File: config.mk
export PLATFORM = sky130hd
export DESIGN_NAME = bus_rr_arbiter
export DESIGN_NICKNAME = d
export VERILOG_FILES = /design/src/rtl/bus_rr_arbiter.sv
export SDC_FILE = /design/constraint.sdc
export NUM_CORES = 1
export LEC_CHECK = 0
export CAP_MARGIN = 20
export CORE_AREA = 3 3 134 136
export CTS_BUF_LIST = sky130_fd_sc_hd__clkbuf_8
export CTS_CLUSTER_SIZE = 24
export DETAILED_ROUTE_END_ITERATION = 12
export DIE_AREA = 0 0 137 139
export PLACE_DENSITY = 0.56
export SLEW_MARGIN = 20
export SYNTH_ARGS = -nofsm -noshare
export SYNTH_HDL_FRONTEND = slang
export SYNTH_SLANG_ARGS = --single-unit
File: constraint.sdc
create_clock -name clk -period 1.6 [get_ports clk]
set_input_delay 0.32 -clock clk [delete_from_list [all_inputs] [get_ports clk]]
set_output_delay 0.32 -clock clk [all_outputs]
set_load 0.02 [all_outputs]
File: src/rtl/bus_rr_arbiter.sv
// Round-robin arbiter granting one of NMASTERS bus masters access to a single slave port.
// Optional BUSY watchdog enabled by defining BUS_TIMEOUT_EN.
module bus_rr_arbiter #(
    parameter int NMASTERS       = 3,
    parameter int TIMEOUT_CYCLES = 255
) (
    input  logic                   clk,
    input  logic                   rst,
    input  logic [32*NMASTERS-1:0] master_address,
    input  logic [32*NMASTERS-1:0] master_data_i,
    input  logic [4*NMASTERS-1:0]  master_wr,
    input  logic [NMASTERS-1:0]    master_enable,
    output logic [31:0]            master_data_o,
    output logic [NMASTERS-1:0]    master_ready,
    output logic [NMASTERS-1:0]    master_error,
    input  logic [31:0]            slave_data_i,
    input  logic                   slave_ready,
    input  logic                   slave_error,
    output logic [31:0]            slave_address,
    output logic [31:0]            slave_data_o,
    output logic [3:0]             slave_wr,
    output logic                   slave_enable
);

    localparam int GW = (NMASTERS > 1) ? $clog2(NMASTERS) : 1;

    typedef enum logic {
        IDLE,
        BUSY
    } state_t;

    state_t          state_q, state_d;
    logic [GW-1:0]   grant_q, grant_d;
    logic [GW-1:0]   last_grant_q, last_grant_d;
    logic            timeout;
    logic            found;
    int unsigned     idx;

`ifdef BUS_TIMEOUT_EN
    logic [15:0] cnt_q, cnt_d;

    assign timeout = (state_q == BUSY) && (cnt_q == 16'(TIMEOUT_CYCLES));

    always_comb begin
        cnt_d = cnt_q;
        if (state_q == IDLE) begin
            if (state_d == BUSY) cnt_d = '0;
        end else if (!slave_ready && !slave_error) begin
            cnt_d = cnt_q + 16'd1;
        end
    end

    always_ff @(posedge clk) begin
        if (rst) cnt_q <= '0;
        else     cnt_q <= cnt_d;
    end
`else
    assign timeout = 1'b0;
`endif

    assign master_data_o = slave_data_i;

    always_comb begin
        state_d      = state_q;
        grant_d      = grant_q;
        last_grant_d = last_grant_q;
        found        = 1'b0;
        idx          = 0;

        slave_address = '0;
        slave_data_o  = '0;
        slave_wr      = '0;
        slave_enable  = 1'b0;
        master_ready  = '0;
        master_error  = '0;

        case (state_q)
            IDLE: begin
                // Scan starts just past the previous winner so each master gets a turn
                for (int unsigned k = 1; k <= NMASTERS; k++) begin
                    idx = (int'(last_grant_q) + k) % NMASTERS;
                    if (!found && master_enable[idx]) begin
                        found   = 1'b1;
                        grant_d = GW'(idx);
                    end
                end
                if (found) state_d = BUSY;
            end
            BUSY: begin
                slave_address = master_address[32*int'(grant_q) +: 32];
                slave_data_o  = master_data_i[32*int'(grant_q) +: 32];
                slave_wr      = master_wr[4*int'(grant_q) +: 4];
                slave_enable  = master_enable[grant_q] & ~timeout;

                // Error outranks ready; a watchdog expiry swallows a late ready
                master_error[grant_q] = slave_error | timeout;
                master_ready[grant_q] = slave_ready & ~slave_error & ~timeout;

                if (slave_ready || slave_error || timeout || !master_enable[grant_q]) begin
                    state_d      = IDLE;
                    last_grant_d = grant_q;
                end
            end
            default: state_d = IDLE;
        endcase
    end

    always_ff @(posedge clk) begin
        if (rst) begin
            state_q      <= IDLE;
            grant_q      <= '0;
            last_grant_q <= GW'(NMASTERS - 1);
        end else begin
            state_q      <= state_d;
            grant_q      <= grant_d;
            last_grant_q <= last_grant_d;
        end
    end

endmodule

==> flow_metrics.tcl, run 1 <==
set metrics [dict create \
    outcome "finished with violations" \
    violations "negative setup slack" \
    dr.pass1.iters 4 \
    synthXorXnorAreaFrac_pct 0 \
    setup_ws_ns -0.332 \
    critPathLaunchType "flop" \
    routabilityCongestion 0.829 \
    fin_skew_ns 0.00280 \
    met1_usage_pct 18.1 \
    pin_count 350 \
    synth-async-reset-ratio_pct 0 \
    cts_buffers 3 \
    power.leakage_nw 2.66 \
    cp_cell_sequence "buf_12 -> buf_12 -> buf_4 -> mux2i_1 -> nor2_1 -> a21oi_2 -> nor2_2 -> buf_6" \
    ys_ff_latch 5 \
    cts_root_buffer "clkbuf_8" \
    cp_slowest_cell "dfxtp_4" \
    wire_per_inst_um 16.5 \
    critPathBufInv 4 \
    vias 3854 \
    via_per_inst 4.16 \
    synth_most_common_cell "nor2_1" \
    synth_area_per_cell_um2 6.11 \
    worstPathRequired_ns 1.28 \
    drcViolationCount 0 \
    netlist-cell-type-count 29 \
    drv_cap 0 \
    setup-violations-final 77 \
    grtUsageMet3_pct 2.25 \
    holdWs_ns 0.558 \
    crit_type "flop to output pin" \
    worstPathArrival_ns 1.61 \
    dp_hpwl_um 10500 \
    clk_latency_ns 0.22 \
    final_cells 926 \
    dieHeight_um 139 \
    synth-adder-area-share_pct 2.06 \
    crit_fanout 7 \
    synth_top_cell_area_share_pct 30.0 \
    drt_iter0_markers 138 \
    die_w_um 137 \
    place_worst_setup_slack_ns -0.517 \
    totalPowerFinal_mw 5.61 \
    port_buffers 285 \
    crit_cells 8 \
    grt_max_degree 47 \
    hold_path.class "flop to flop" \
    top_usage_layer "met2" \
    hold_buffers 0 \
    cpMostUsedCell "buf_12" \
    area_delta_synth_final_pct 175 \
    num_rows 48 \
    rr_worst_depth 8 \
    synth_mux_area_share_pct 30.0 \
    grt_pass1_vias 3832 \
    grt_overflow 0 \
    drive_above_1_share_pct 40.8 \
    synth_area_leader_cell "mux2i_1" \
    ant_nets 0 \
    cts_sinks 5 \
    placed_cells 879 \
    max-vdd-ir-drop_v 0.000399 \
    diodes 0 \
    grt_antenna_before_repair 0 \
    core_area_um2 17100 \
    syn_area_um2 2430 \
    synth_common_cells "142 x nor2_1, 73 x mux2i_1, 72 x a21oi_1" \
    grt_pass1_wl_um 22100 \
    fin_area_um2 6680 \
    clkTransAtPathRegs_ns 0.03 \
    synth_compound_area_share_pct 20.5 \
    place_area_um2 5720 \
    drt_wl_total_um 15200 \
    synthSimpleGateAreaFrac_pct 26.0 \
    htreeDepth 1 \
    start_util_pct 14.3 \
    period_needed_ns 1.93 \
    met2_usage_pct 27.0 \
    relSlewSlack_pct 75.6 \
    synth_top_family_by_area "multiplexers" \
    yosys_warnings 0 \
    cp_slowest_stage_delay_ns 0.43 \
    synth.yosys.seq_area_share_pct 4.12 \
    grtUsageTotal_pct 14.8 \
    hold_depth 2 \
    fmax_ghz 0.518 \
    crit_family "buffers and inverters" \
    synth_ff_type "dfxtp_1" \
    rsz0062_at_grt "yes" \
    synth_edf_count 0 \
    synthCells 398 \
    slew_viol_final 0 \
    cts_tree "yes" \
    num-nets-final 949 \
    hold_viol 0 \
    cts_max_path_buffers 2 \
    p_per_area_nw_per_um2 839 \
    yosys-top-cells-area "mux2i_1 30%, nor2_1 22%, a21oi_1 15%" \
    end_kind "output pin" \
    synth_nets 645 \
    dieArea_um2 19000 \
    tightest_slew_ns 0.366 \
    fin_crit_sh_pct 121 \
]
## logic make-up (layout without fill, tap and decap cells)
family	after synthesis	count (layout)
AOI/OAI and AO/OA	85	85
and+or+nand+nor	160	160
adders and majority gates	4	4
DFF	5	5
muxes	73	73
buffers and inverters	71	374
## state kept, by name (all words and copies together), names as in the netlist
signal        count
grant_q           2
last_grant_q      2
state_q           1
## path summary, 6_finish.rpt
check                  startpoint          endpoint  slack, ns
hold reg to reg   last_grant_q[1]   last_grant_q[1]       0.56
hold / removal    last_grant_q[1]   last_grant_q[1]       0.56
setup reg to reg       grant_q[0]   last_grant_q[1]      -0.11
setup / recovery       grant_q[0]  slave_data_o[10]      -0.33
## layout by cell type, fill, tap and decap left out, types with 3 or more instances in the layout
cell type	n
nor2_1	81
buf_6	67
a21oi_1	28
a21oi_4	3
buf_16	8
buf_12	16
mux2i_1	71
ha_4	4
a21oi_2	41
dfxtp_4	4
buf_4	46
nor2_2	60
dlygate4sd2_1	4
buf_2	15
inv_1	4
clkdlybuf4s50_1	205
clkbuf_8	3
nand2_1	5
## metal layers
metal | routed length, um | vias up
met1 | 6150 | 1745
met3 | 1130 | 23
li1 | - | 1922
met5 | 0 | -
met2 | 7700 | 164
met4 | 268 | 0
## worst reg2reg max path: cells and delay by family (launching register included)
kind	cells	cell delay, ns
multiplexers	1	0.22
flip-flops	1	0.39
AO/OA/AOI/OAI	2	0.31
AND/OR/NAND/NOR	2	0.27
buffers and inverters	3	0.40
## cell type report
cell class,count,area (um^2)
tap,225,282
clock buffer,3,41.3
sequential,5,115
inverter,6,28.8
fill,1737,10400
clock inverter,1,3.75
timing repair buffer,364,3840
multi-input combinational,322,2370
## power breakdown
group / switching [mW] / leakage [nW] / internal [mW]
combinational: 2.43 / 2.59 / 2.74
sequential: 0.0534 / 0.0435 / 0.158
clock: 0.0643 / 0.0269 / 0.165
## repair_timing
action	4_1_cts	5_1_grt
endpoints found under the setup margin	80	80
pin swaps	24	26
resized for setup	456	63
setup buffers	32	8
cloned	13	0
## stage by stage
| stage | TNS (ns) | util [%] |
|---|---|---|
| 2_1_floorplan | -0.00204 | - |
| 3_3_place_gp | -31.91 | 33.5 |
| 4_1_cts | -22.19 | 38.7 |
| 5_1_grt | -23.09 | 39.2 |
| 3_5_place_dp | -32.38 | 33.5 |
| 6_report | -16.92 | 39.2 |
Note: power is estimated with default switching activity, not from simulation.
==> run 2, diff against run 1 <==
--- a/config.mk
+++ b/config.mk
@@ -8,7 +8,7 @@
 export CAP_MARGIN = 20
 export CORE_AREA = 3 3 134 136
 export CTS_BUF_LIST = sky130_fd_sc_hd__clkbuf_8
-export CTS_CLUSTER_SIZE = 24
+export CTS_CLUSTER_SIZE = 12
 export DETAILED_ROUTE_END_ITERATION = 12
 export DIE_AREA = 0 0 137 139
 export PLACE_DENSITY = 0.56
==> results of run 2 <==
No change in the layout: final DEF, timing and power equal those of run 1.
==> edit, RTL diff (flow settings as in run 1) <==
Change the parameter `NMASTERS` from 3 to 2.
--- a/src/rtl/bus_rr_arbiter.sv
+++ b/src/rtl/bus_rr_arbiter.sv
@@ -2,5 +2,5 @@
 // Optional BUSY watchdog enabled by defining BUS_TIMEOUT_EN.
 module bus_rr_arbiter #(
-    parameter int NMASTERS       = 3,
+    parameter int NMASTERS       = 2,
     parameter int TIMEOUT_CYCLES = 255
 ) (
Ports: changed (6 resized); port bits go from 350 to 279. The function was not compared with the original's and may differ.
==> edit against run 1 <==
The run still ends with negative setup slack left; first-iteration DRC count down 77%; final area down 36%; sequential cell count down 2; hold slack worse by 0.10 ns; clock power down 7%; synthesized area down 30%; wire length down 41%; setup slack better by 0.20 ns; power down 70%; largest cell class unchanged.
==> edit: results <==
set metrics [dict create \
    highest_layer "met4" \
    cts_resized 375 \
    finalSetupViolations 59 \
    clock_area_share_pct 1.055 \
    crit_family "buffers and inverters" \
    grt_pass1_vias 2278 \
    grtUsageMet3_pct 2.141 \
    whs_ns 0.4578 \
    totalWireLength_um 8981 \
    clock_sinks 3 \
    dr_wl_met3_um 971 \
    yosysWarnings 0 \
    grt_use_met2_pct 16.78 \
    ir_drop_uv 363.8 \
    grt_start_max_net_pins 44 \
    cts_setup_buffers 14 \
    num-nonclk-buffers 253 \
    reg_top3 "grant_q (1), last_grant_q (1), state_q (1)" \
    fillCellCount 1867 \
    utilization_pct 25.02 \
    syn_nets 379 \
    num-multi-input-gates 152 \
    synthTopCellsByCount "mux2i_1, nor2b_1, buf_4" \
    yosysSeqAreaShare_pct 3.540 \
    multi_input_area_um2 1315 \
    routabilityCongestion 0.6980 \
    drive_gt1_share_pct 32.85 \
    worstPathMaxFanout 6 \
    preCtsSetupSlack_ns -0.4287 \
    dp.final_hpwl_um 6523 \
    max_stage_delay_ns 0.36 \
    synth_cell_type_count 25 \
    wl_met2_um 4846 \
    reg2reg_depth 6 \
    area_share_nonclk_buffers_pct 59.84 \
    io_buffers 214 \
    status "complete, but fails checks" \
    worstPathArrival_ns 1.41 \
    ff2ff_setup_slack_ns 0.06 \
    dpl_cell_area_um2 3938 \
    wirelength_met1_um 3027 \
    grt_pass1_wl_um 12540 \
    p_leak_nw 1.700 \
    inverters 2 \
    grt_use_met1_pct 8.361 \
    fin_nets 589 \
    fin_skew_ns 0.0007071 \
    synth_area_leaders "mux2i_1, nor2b_1, buf_4, buf_8, dfxtp_1" \
    fin_ws_ns -0.1311 \
    dr.first_iter.drc_count 32 \
    violations "negative setup slack" \
    hold_depth 1 \
    grtUsageTotal_pct 8.346 \
]
## edit: final timing paths
kind,startpoint,endpoint
worst max-delay path,grant_q$_SDFFE_PP0P_,slave_address[4]
worst min-delay path,last_grant_q$_SDFFE_PP1P_,last_grant_q$_SDFFE_PP1P_
worst max register to register,grant_q$_SDFFE_PP0P_,last_grant_q$_SDFFE_PP1P_
worst min register to register,last_grant_q$_SDFFE_PP1P_,last_grant_q$_SDFFE_PP1P_
## edit: cell families after synthesis
family / share of synthesized area, %
multiplexers: 40.71
AND/OR/NAND/NOR: 28.91
AO/OA/AOI/OAI: 2.949
flip-flops: 3.540
buffers and inverters: 23.89
## edit: metrics by stage
| step | std cells | TNS [ns] |
|---|---|---|
| floorplan | 205 | 0 |
| global placement | 616 | -21.30 |
| detailed placement | 616 | -22.13 |
| CTS | 640 | -5.570 |
| global route | 639 | -7.608 |
| finish | 639 | -3.586 |
## edit: report_power, final
part           switching, mW  internal (mW)
registers            0.00766         0.0827
clock network         0.0508          0.163
logic                  0.545          0.848
